--- config.mk ---
export PLATFORM = sky130hd
export DESIGN_NAME = multicycle_controller
export DESIGN_NICKNAME = d
export VERILOG_FILES = /design/src/rtl/multicycle_controller.sv
export SDC_FILE = /design/constraint.sdc
export NUM_CORES = 1
export LEC_CHECK = 0
export CORE_AREA = 3 3 46 48
export DETAILED_ROUTE_END_ITERATION = 8
export DIE_AREA = 0 0 49 51
export DONT_BUFFER_PORTS = 1
export HOLD_SLACK_MARGIN = 0.03
export PLACE_DENSITY_LB_ADDON = 0.3
export SLEW_MARGIN = 20
export SYNTH_ARGS = -nofsm -noshare
export SYNTH_HDL_FRONTEND = slang
export SYNTH_SLANG_ARGS = --single-unit
export TNS_END_PERCENT = 20
--- constraint.sdc ---
create_clock -name i_clk -period 3.5 [get_ports i_clk]
set_input_delay 0.7 -clock i_clk [delete_from_list [all_inputs] [get_ports i_clk]]
set_output_delay 0.7 -clock i_clk [all_outputs]
set_load 0.01 [all_outputs]
--- src/rtl/multicycle_controller.sv ---
// ---------------------------------------------------------------------------
// multicycle_controller
//
// Moore control FSM for a multi-cycle MIPS-subset CPU built around a shared
// ALU and a single memory. Each instruction goes through FETCH and DECODE,
// then through an opcode-specific execute / memory / writeback path, and
// returns to FETCH.
//
// Parameters
//   MEM_LATENCY  cycles each memory access state is held (>= 1)
//   STATE_W      width of the o_state debug output
//
// Ports
//   i_clk, i_reset   clock and synchronous active-high reset
//   i_instruction    instruction register contents
//   i_stall          freeze FSM and latency counter; suppress write strobes
//   o_pcwrite        unconditional PC write
//   o_branch, o_bne  conditional PC write and condition invert
//   o_iord           memory address source (0 = PC, 1 = ALUOut)
//   o_memread        memory read
//   o_memwrite       memory write (single-cycle pulse)
//   o_irwrite        IR load
//   o_memtoreg       register write data (1 = MDR, 0 = ALUOut)
//   o_regdst         destination register (1 = rd, 0 = rt)
//   o_regwrite       register file write
//   o_jal            write PC to $31
//   o_alusrca        ALU A operand (0 = PC, 1 = regA)
//   o_alusrcb        ALU B operand (00 regB, 01 4, 10 ext(imm), 11 sext<<2)
//   o_extop          immediate extension (0 = sign, 1 = zero)
//   o_aluop          ALU operation (000 ADD, 001 SUB, 010 XOR, 011 SLT)
//   o_pcsource       PC source (00 ALU, 01 ALUOut, 10 jump, 11 regA)
//   o_illegal        pulse in DECODE for an unsupported encoding
//   o_state          current FSM state (debug)
// ---------------------------------------------------------------------------
module multicycle_controller #(
    parameter int MEM_LATENCY = 1,
    parameter int STATE_W     = 4
) (
    input  logic               i_clk,
    input  logic               i_reset,
    input  logic [31:0]        i_instruction,
    input  logic               i_stall,
    output logic               o_pcwrite,
    output logic               o_branch,
    output logic               o_bne,
    output logic               o_iord,
    output logic               o_memread,
    output logic               o_memwrite,
    output logic               o_irwrite,
    output logic               o_memtoreg,
    output logic               o_regdst,
    output logic               o_regwrite,
    output logic               o_jal,
    output logic               o_alusrca,
    output logic [1:0]         o_alusrcb,
    output logic               o_extop,
    output logic [2:0]         o_aluop,
    output logic [1:0]         o_pcsource,
    output logic               o_illegal,
    output logic [STATE_W-1:0] o_state
);

    typedef enum logic [3:0] {
        S_FETCH   = 4'd0,
        S_DECODE  = 4'd1,
        S_MEMADR  = 4'd2,
        S_MEMRD   = 4'd3,
        S_MEMWB   = 4'd4,
        S_MEMWR   = 4'd5,
        S_EXEC_R  = 4'd6,
        S_ALUWB_R = 4'd7,
        S_EXEC_I  = 4'd8,
        S_ALUWB_I = 4'd9,
        S_BRANCH  = 4'd10,
        S_JUMP    = 4'd11,
        S_JR      = 4'd12
    } state_t;

    localparam logic [5:0] OP_RTYPE = 6'b000000;
    localparam logic [5:0] OP_J     = 6'b000010;
    localparam logic [5:0] OP_JAL   = 6'b000011;
    localparam logic [5:0] OP_BEQ   = 6'b000100;
    localparam logic [5:0] OP_BNE   = 6'b000101;
    localparam logic [5:0] OP_ADDI  = 6'b001000;
    localparam logic [5:0] OP_XORI  = 6'b001110;
    localparam logic [5:0] OP_LW    = 6'b100011;
    localparam logic [5:0] OP_SW    = 6'b101011;

    localparam logic [5:0] FN_JR  = 6'b001000;
    localparam logic [5:0] FN_ADD = 6'b100000;
    localparam logic [5:0] FN_SUB = 6'b100010;
    localparam logic [5:0] FN_SLT = 6'b101010;

    // A one-bit counter is kept even for MEM_LATENCY == 1 so the logic stays
    // uniform; it then never leaves 0 and every access state is one cycle.
    localparam int              CNT_W    = (MEM_LATENCY > 1) ? $clog2(MEM_LATENCY) : 1;
    localparam logic [CNT_W-1:0] CNT_LAST = CNT_W'(MEM_LATENCY - 1);

    state_t           r_state;
    logic [CNT_W-1:0] r_cnt;

    logic [5:0] w_opcode;
    logic [5:0] w_funct;
    logic       w_last;
    logic       w_unused;
    state_t     w_dec_next;
    logic       w_illegal_op;
    logic       w_gate;
    logic       w_pcwrite;
    logic       w_branch;
    logic       w_memwrite;
    logic       w_irwrite;
    logic       w_regwrite;
    logic       w_illegal;

    assign w_opcode = i_instruction[31:26];
    assign w_funct  = i_instruction[5:0];
    assign w_unused = ^i_instruction[25:6];
    assign w_last   = (r_cnt == CNT_LAST);

    // Opcode dispatch out of DECODE.
    always_comb begin
        // NOTE: every signal gets a default first so no path leaves it
        // unassigned, which would otherwise infer a latch.
        w_dec_next   = S_FETCH;
        w_illegal_op = 1'b0;
        case (w_opcode)
            OP_LW, OP_SW:     w_dec_next = S_MEMADR;
            OP_RTYPE: begin
                case (w_funct)
                    FN_ADD, FN_SUB, FN_SLT: w_dec_next = S_EXEC_R;
                    FN_JR:                  w_dec_next = S_JR;
                    default:                w_illegal_op = 1'b1;
                endcase
            end
            OP_ADDI, OP_XORI: w_dec_next = S_EXEC_I;
            OP_BEQ, OP_BNE:   w_dec_next = S_BRANCH;
            OP_J, OP_JAL:     w_dec_next = S_JUMP;
            default:          w_illegal_op = 1'b1;
        endcase
    end

    // State register and memory latency counter. Stall holds both; reset
    // wins over stall.
    always_ff @(posedge i_clk) begin
        // NOTE: sequential state uses non-blocking assignments so every
        // register samples the pre-edge values, independent of statement order.
        if (i_reset) begin
            r_state <= S_FETCH;
            r_cnt   <= '0;
        end else if (!i_stall) begin
            case (r_state)
                S_FETCH: begin
                    if (w_last) begin
                        r_state <= S_DECODE;
                        r_cnt   <= '0;
                    end else begin
                        r_cnt <= r_cnt + CNT_W'(1);
                    end
                end
                S_DECODE:  r_state <= w_dec_next;
                S_MEMADR:  r_state <= (w_opcode == OP_LW) ? S_MEMRD : S_MEMWR;
                S_MEMRD: begin
                    if (w_last) begin
                        r_state <= S_MEMWB;
                        r_cnt   <= '0;
                    end else begin
                        r_cnt <= r_cnt + CNT_W'(1);
                    end
                end
                S_MEMWR: begin
                    if (w_last) begin
                        r_state <= S_FETCH;
                        r_cnt   <= '0;
                    end else begin
                        r_cnt <= r_cnt + CNT_W'(1);
                    end
                end
                S_EXEC_R:  r_state <= S_ALUWB_R;
                S_EXEC_I:  r_state <= S_ALUWB_I;
                S_MEMWB, S_ALUWB_R, S_ALUWB_I, S_BRANCH, S_JUMP, S_JR:
                    r_state <= S_FETCH;
                default: begin
                    r_state <= S_FETCH;
                    r_cnt   <= '0;
                end
            endcase
        end
    end

    // Moore output decode. Strobes are produced ungated here and masked by
    // reset/stall below; mux selects are never masked so the datapath sees
    // stable selects while frozen.
    always_comb begin
        w_pcwrite  = 1'b0;
        w_branch   = 1'b0;
        w_memwrite = 1'b0;
        w_irwrite  = 1'b0;
        w_regwrite = 1'b0;
        w_illegal  = 1'b0;
        o_bne      = 1'b0;
        o_iord     = 1'b0;
        o_memread  = 1'b0;
        o_memtoreg = 1'b0;
        o_regdst   = 1'b0;
        o_jal      = 1'b0;
        o_alusrca  = 1'b0;
        o_alusrcb  = 2'b00;
        o_extop    = 1'b0;
        o_aluop    = 3'b000;
        o_pcsource = 2'b00;
        case (r_state)
            S_FETCH: begin
                o_memread = 1'b1;
                if (w_last) begin
                    // PC + 4 through the ALU while the IR captures the word.
                    w_irwrite = 1'b1;
                    w_pcwrite = 1'b1;
                    o_alusrcb = 2'b01;
                end
            end
            S_DECODE: begin
                // Speculative branch target into ALUOut.
                o_alusrcb = 2'b11;
                w_illegal = w_illegal_op;
            end
            S_MEMADR: begin
                o_alusrca = 1'b1;
                o_alusrcb = 2'b10;
            end
            S_MEMRD: begin
                o_iord    = 1'b1;
                o_memread = 1'b1;
            end
            S_MEMWB: begin
                w_regwrite = 1'b1;
                o_memtoreg = 1'b1;
            end
            S_MEMWR: begin
                o_iord     = 1'b1;
                w_memwrite = w_last;
            end
            S_EXEC_R: begin
                o_alusrca = 1'b1;
                case (w_funct)
                    FN_SUB:  o_aluop = 3'b001;
                    FN_SLT:  o_aluop = 3'b011;
                    default: o_aluop = 3'b000;
                endcase
            end
            S_ALUWB_R: begin
                w_regwrite = 1'b1;
                o_regdst   = 1'b1;
            end
            S_EXEC_I: begin
                o_alusrca = 1'b1;
                o_alusrcb = 2'b10;
                if (w_opcode == OP_XORI) begin
                    o_extop = 1'b1;
                    o_aluop = 3'b010;
                end
            end
            S_ALUWB_I: begin
                w_regwrite = 1'b1;
            end
            S_BRANCH: begin
                o_alusrca  = 1'b1;
                o_aluop    = 3'b001;
                w_branch   = 1'b1;
                o_pcsource = 2'b01;
                o_bne      = (w_opcode == OP_BNE);
            end
            S_JUMP: begin
                w_pcwrite  = 1'b1;
                o_pcsource = 2'b10;
                if (w_opcode == OP_JAL) begin
                    // PC already holds PC+4 from FETCH.
                    w_regwrite = 1'b1;
                    o_jal      = 1'b1;
                end
            end
            S_JR: begin
                w_pcwrite  = 1'b1;
                o_pcsource = 2'b11;
            end
            default: ;
        endcase
    end

    assign w_gate     = i_reset | i_stall;
    assign o_pcwrite  = w_pcwrite  & ~w_gate;
    assign o_branch   = w_branch   & ~w_gate;
    assign o_memwrite = w_memwrite & ~w_gate;
    assign o_irwrite  = w_irwrite  & ~w_gate;
    assign o_regwrite = w_regwrite & ~w_gate;
    assign o_illegal  = w_illegal  & ~w_gate;

    assign o_state = STATE_W'(r_state);

endmodule

==> flow_metrics.tcl, run 1 <==
set metrics [dict create \
    routed_wirelength_um 2171 \
    hold_violations 0 \
    seq_power_share_pct 35.7 \
    synth-edff-count 0 \
    cts_made_buffers 3 \
    io_pins 60 \
    initial_utilization_pct 48.60 \
    final_nets 159 \
    total_global_route_track_usage_pct 18.54 \
    power.internal_uw 102.4 \
    report.final.setup_viol 0 \
    n_antenna_cell 0 \
    max_slew.worst_pin.slew_ps 772.4 \
    synth_simple_gate_area_share_pct 48.97 \
    overflow 0 \
    remaining_drc_errors 0 \
    placedInstanceArea_sq_um 787.0 \
    layoutNonFillerInstCount 147 \
    yosys_warnings 0 \
    die_area_sq_um 2499 \
    criticalPathCategory "reg -> out" \
    drt-initial-drc-count 28 \
    grt_antenna_before_repair 0 \
    clk_transition_reported_paths_ps 40 \
    power_switching_uw 42.93 \
    synthMuxAreaShare_pct 1.327 \
    holdWs_ps 534.1 \
    pin_count_of_the_biggest_net_entering_global_routing 23 \
    drt_first_pass_iters 4 \
    syn_to_final_growth_pct -4.572 \
    cts-root-to-sink-buffers 2 \
    synth_top_cell_area_share_pct 9.440 \
    timing_max_transition_violations_final 0 \
    finalWorstPathRequiredPeriod_ps 2776 \
    die_x_um 49 \
    die_h_um 51 \
    layout.cells.most_common "sky130_fd_sc_hd__nor2_1" \
    clk_latency_worst_skew_pair_ps 230 \
    dr_total_vias 907 \
    synth_compound_area_share_pct 22.42 \
    placement_rows 15 \
    detail_route.wl_per_cell_um 14.77 \
    ys_types 49 \
    timing.clock.skew_ps 3.869 \
    filler_cell_count 191 \
    portBuffers 0 \
    leakage_nw 0.2614 \
    synth_area_per_cell_sq_um 6.284 \
    largest_register_ffs 4 \
    post_cts_buffers 0 \
    commonest_register_cell_after_synthesis "sky130_fd_sc_hd__dfxtp_1" \
    min_path_type "in -> reg" \
    dp_hpwl_um 1644 \
    routabilityCongestion 0.8564 \
    layout_common_cells "sky130_fd_sc_hd__nor2_1, sky130_fd_sc_hd__nand2_1, sky130_fd_sc_hd__nor3_1" \
    cts_hold_repair.buffers 0 \
    powerDensity_nw_per_um2 179.6 \
    via_per_inst 6.170 \
    postSynthNetCount 170 \
    run_status "finished clean" \
    grt_pass1_wl_um 3767 \
    worst_setup_end_kind "output port" \
    maxCapViolations 0 \
    finalInstanceArea_sq_um 809.5 \
    slew_headroom_pct 48.44 \
    synth_xor_area_share_pct 5.162 \
    finalSetupTns_ps 0 \
    clock_tree_from_tritoncts "done" \
    placed_cells_incl_taps 144 \
    drtAntennaViolNets 0 \
    layout-drive-gt1-share_pct 7.377 \
    comb_power_share_pct 25.9 \
    synthDominantAreaCellType "sky130_fd_sc_hd__dfxtp_1" \
    power.switching_fraction_pct 29.54 \
    post_cts_resize_count 0 \
    unrepaired_setup_endpoints_after_global_routing "no" \
    critical_path_required_ps 2800 \
    tritoncts_num_sinks 4 \
    post-route-period-util_pct 79.31 \
    cts.root.buffer_cell "sky130_fd_sc_hd__clkbuf_4" \
    clock_power_share_pct 38.3 \
    timing.critical_path.fanout_max 18 \
    crit_path_start_kind "flop" \
    main_combinational_cell_family_by_area_after_synthesis "simple AND/OR/NAND/NOR gates" \
    asyncSetResetFlopFracSynth_pct 0 \
    design.core.area_sq_um 1745 \
    synth_cells 135 \
    ys_seq_elements 4 \
    ys_top_cells_by_area "sky130_fd_sc_hd__dfxtp_1, sky130_fd_sc_hd__nor2_1, sky130_fd_sc_hd__nor3_1, sky130_fd_sc_hd__nand2_1, sky130_fd_sc_hd__buf_2" \
    synthAdderAreaFrac_pct 0 \
    mappedNetlistArea_sq_um 848.3 \
    synth_sequential_area_ratio_pct 9.440 \
    ctsHtreeMaxLevel 1 \
    timing.fmax_ghz 0.3603 \
    worst_ir_drop_vdd_v 0.0001426 \
    arrival_ps 2080 \
    grt_pass1_vias 857 \
]
[per-stage QoR]
step / worst slack [ps] / power, mW / utilization, %
2_1_floorplan: 961.7 / 0.09705 / -
5_1_grt: 500.0 / 0.1592 / 46.38
3_3_place_gp: 891.5 / 0.08930 / 45.09
6_report: 724.3 / 0.1454 / 46.38
3_5_place_dp: 879.2 / 0.09005 / 45.09
4_1_cts: 721.8 / 0.1477 / 46.38
[path summary, 6_finish.rpt]
check / from / to / slack (ps) / cells after the start
hold reg to reg: o_state[0] / o_state[0] / 780 / 2
hold / removal: i_reset / o_state[2] / 530 / 1
setup / recovery: o_state[0] / o_regwrite / 720 / 4
setup reg to reg: o_state[0] / o_state[1] / 1510 / 5
[power by group through the flow]
stage                     Sequential [mW]  Clock, mW  Combinational (mW)
after detailed placement           0.0526          0              0.0374
final                              0.0520     0.0557              0.0377
after floorplan                    0.0484          0              0.0486
after global routing               0.0527     0.0639              0.0427
after CTS                          0.0520     0.0581              0.0376
after global placement             0.0527          0              0.0366
[worst max-delay path, cell delays in order, from the launching register on]
cell and delay [ps]:
sky130_fd_sc_hd__dfxtp_1 710, sky130_fd_sc_hd__nor2b_1 440, sky130_fd_sc_hd__nand4_1 140, sky130_fd_sc_hd__nor2_1 290, sky130_fd_sc_hd__o31a_1 260
[logic make-up (layout without fill, tap and decap cells)]
| group | after synthesis | count (layout) |
|---|---|---|
| multiplexers | 1 | 1 |
| other | 1 | 1 |
| buffers and inverters | 19 | 6 |
| flip-flops | 4 | 4 |
| AO/OA/AOI/OAI | 27 | 27 |
| XOR/XNOR | 5 | 5 |
| AND/OR/NAND/NOR | 78 | 78 |
[layout make-up]
type | count | area, sq um | area share [%]
multi-input combinational | 112 | 664.4 | 82.07
tap | 25 | 31.28 | 3.864
sequential | 4 | 80.08 | 9.892
clock buffer | 3 | 22.52 | 2.782
inverter | 3 | 11.26 | 1.391
[per-layer routing]
metal	part of all wire [%]	wire length [um]	GRT usage (%)
met2	45	974	28.96
met5	0	0	0
met3	12	261	8.163
met1	42	917	23.73
met4	0.78	17	3.318
[synthesized netlist by cell type (all sizes together) (2+ instances only)]
cell and count:
nor2 21, nand2 13, buf 12, nor3 11
a21oi 7, nand2b 5, a211oi 4, clkbuf 4
dfxtp 4, nor2b 4, nor4 4, nor4b 4
a31oi 3, inv 3, nand3 3, nor3b 3
o21ai 3, xnor2 3, a221oi 2, or3 2
xor2 2
Power figures use the tool's default switching activity.
==> inputs of run 2 (changes only) <==
==> constraint.sdc (replaced) <==
create_clock -name i_clk -period 2.3 [get_ports i_clk]
set_input_delay 0.46 -clock i_clk [delete_from_list [all_inputs] [get_ports i_clk]]
set_output_delay 0.46 -clock i_clk [all_outputs]
set_load 0.01 [all_outputs]
==> run 2 against run 1 <==
Critical path depth stayed put; first-iteration DRC count fell by 7.1%; final cell count grew 5.4%; core utilization grew 3.4 points; combinational power is 73% higher; register-to-register slack lost 1000 ps; clock skew down 0.62 ps; wire length is 7.4% higher; count of clock-buffer cells in the layout is the same; clock power increased by 59%; worst hold slack lost 250 ps; largest power group unchanged; highest routed layer unchanged.
==> flow_metrics.tcl, run 2 (synthesized netlist as in run 1, its figures left out) <==
set metrics [dict create \
    maxCapViolations 0 \
    crit_family "simple AND/OR/NAND/NOR gates" \
    arrival_ps 1660 \
    final_nets 167 \
    worst_setup_end_kind "output port" \
    crit_slowest_cell "sky130_fd_sc_hd__dfxtp_1" \
    pin_count_of_the_biggest_net_entering_global_routing 15 \
    critical_path_buf_inv_count 0 \
    layout_common_cells "sky130_fd_sc_hd__nor2_1, sky130_fd_sc_hd__nand2_1, sky130_fd_sc_hd__nor3_1" \
    placement_rows 15 \
    drt-initial-drc-count 26 \
    overflow 0 \
    post_cts_buffers 0 \
    finalInstanceArea_sq_um 869.6 \
    dp_hpwl_um 1780 \
    report.final.setup_viol 0 \
    crit_path_start_kind "flop" \
    worst_hold_startpoint "i_reset" \
    detail_route.wl_per_cell_um 15.05 \
    syn_to_final_growth_pct 2.507 \
    layout.cells.most_common "sky130_fd_sc_hd__nor2_1" \
    total_global_route_track_usage_pct 19.14 \
    ctsHtreeMaxLevel 1 \
    post_cts_resize_count 0 \
    design.core.area_sq_um 1745 \
    drtAntennaViolNets 0 \
    routabilityCongestion 0.9087 \
    holdWs_ps 286.4 \
    clock_tree_from_tritoncts "done" \
    post-route-period-util_pct 92.22 \
    largest_register_ffs 4 \
    placedInstanceArea_sq_um 847.1 \
    timing_max_transition_violations_final 0 \
    power.total_uw 228.6 \
    tritoncts_num_sinks 4 \
    cts_hold_repair.buffers 0 \
    die_h_um 51 \
    finalSetupTns_ps 0 \
    cts.root.buffer_cell "sky130_fd_sc_hd__clkbuf_4" \
    routed_wirelength_um 2332 \
    n_antenna_cell 0 \
    crit_path_cell_trace "nor2b_1 > nand4_1 > nor2_1 > o31a_1" \
    remaining_drc_errors 0 \
    max_stage_delay_ps 480 \
    timing.fmax_ghz 0.4715 \
    slew_headroom_pct 65.73 \
    cts-root-to-sink-buffers 2 \
    via_per_inst 6.355 \
    hold_violations 0 \
    clk_transition_reported_paths_ps 40 \
    layout-drive-gt1-share_pct 13.08 \
    criticalPathCategory "reg -> out" \
    cts_made_buffers 3 \
    unrepaired_setup_endpoints_after_global_routing "no" \
    clk_latency_worst_skew_pair_ps 240 \
    r2r_start "o_state[0]" \
    hold_depth 1 \
    layoutNonFillerInstCount 155 \
    grt_pass1_vias 826 \
    max_slew.worst_pin.slew_ps 506.8 \
    worst_ir_drop_vdd_v 0.0002542 \
    dr_total_vias 985 \
    placed_cells_incl_taps 152 \
    powerDensity_nw_per_um2 262.8 \
    timing.clock.skew_ps 3.249 \
    grt_antenna_before_repair 0 \
    timing.reg2reg.setup_slack_ps 500 \
    run_status "finished clean" \
    min_path_type "in -> reg" \
    leakage_nw 0.3046 \
    critical_path_required_ps 1840 \
    reg2regPathDepth 5 \
    die_area_sq_um 2499 \
    grt_pass1_wl_um 3815 \
    io_pins 60 \
    worstReg2RegEnd "o_state[1]" \
    finalWorstPathRequiredPeriod_ps 2121 \
    initial_utilization_pct 48.60 \
    portBuffers 0 \
    die_x_um 49 \
    timing.critical_path.fanout_max 9 \
    worstHoldEndpoint "o_state[2]" \
    drt_first_pass_iters 4 \
]
run 2: where the power goes:
part / switching, mW / leakage (nW) / total (mW) / internal (mW)
Sequential: 0.00362 / 0.0325 / 0.0749 / 0.0713
Combinational: 0.0364 / 0.258 / 0.0653 / 0.0289
Clock: 0.0299 / 0.0138 / 0.0884 / 0.0584
Total: 0.0700 / 0.305 / 0.229 / 0.159
run 2: per-stage QoR:
stage / setup slack, ps / util (%)
global placement: 252.7 / 48.53
CTS: 184.0 / 49.82
finish: 179.0 / 49.82
global route: 63.91 / 49.82
detailed placement: 236.1 / 48.53
floorplan: 241.7 / -
run 2: worst max-delay path by stage:
stage	slack, ps	depth (start not counted)	start	endpoint
after floorplan	240	6	i_instruction[29]	o_illegal
after global placement	250	6	i_instruction[27]	o_illegal
after detailed placement	240	6	i_instruction[27]	o_illegal
after CTS	180	4	o_state[0]	o_regwrite
after global routing	60	4	o_state[2]	o_aluop[1]
final	180	4	o_state[0]	o_regwrite
run 2: area by class of cell:
class / count / area, sq um
Fill cell: 187 / 875.8
Multi-Input combinational cell: 112 / 664.4
Sequential cell: 4 / 80.08
Timing Repair Buffer: 8 / 60.06
Tap cell: 25 / 31.28
Clock buffer: 3 / 22.52
Inverter: 3 / 11.26
run 2: routing by layer:
layer	part of all wire (%)	global-route usage [%]	wire length, um
met1	44	25.22	1030
met3	8.5	5.539	199
met2	45	29.41	1053
met4	2.1	7.109	49
met5	0	0	0
==> inputs of run 3 (changes only) <==
==> constraint.sdc (replaced) <==
create_clock -name i_clk -period 2.35 [get_ports i_clk]
set_input_delay 0.47 -clock i_clk [delete_from_list [all_inputs] [get_ports i_clk]]
set_output_delay 0.47 -clock i_clk [all_outputs]
set_load 0.01 [all_outputs]
==> results of run 3 <==
The final DEF is identical to that of run 2. Status: finished clean.
Among the figures that moved: setup slack after placement 236.1 ps -> 266.1 ps; setup slack after layout 179.0 ps -> 219.0 ps; hold slack 286.4 ps -> 296.4 ps; register-to-register setup slack 500 ps -> 550 ps; total power 0.2286 mW -> 0.2237 mW; worst IR drop on VDD 0.0002542 V -> 0.0002488 V
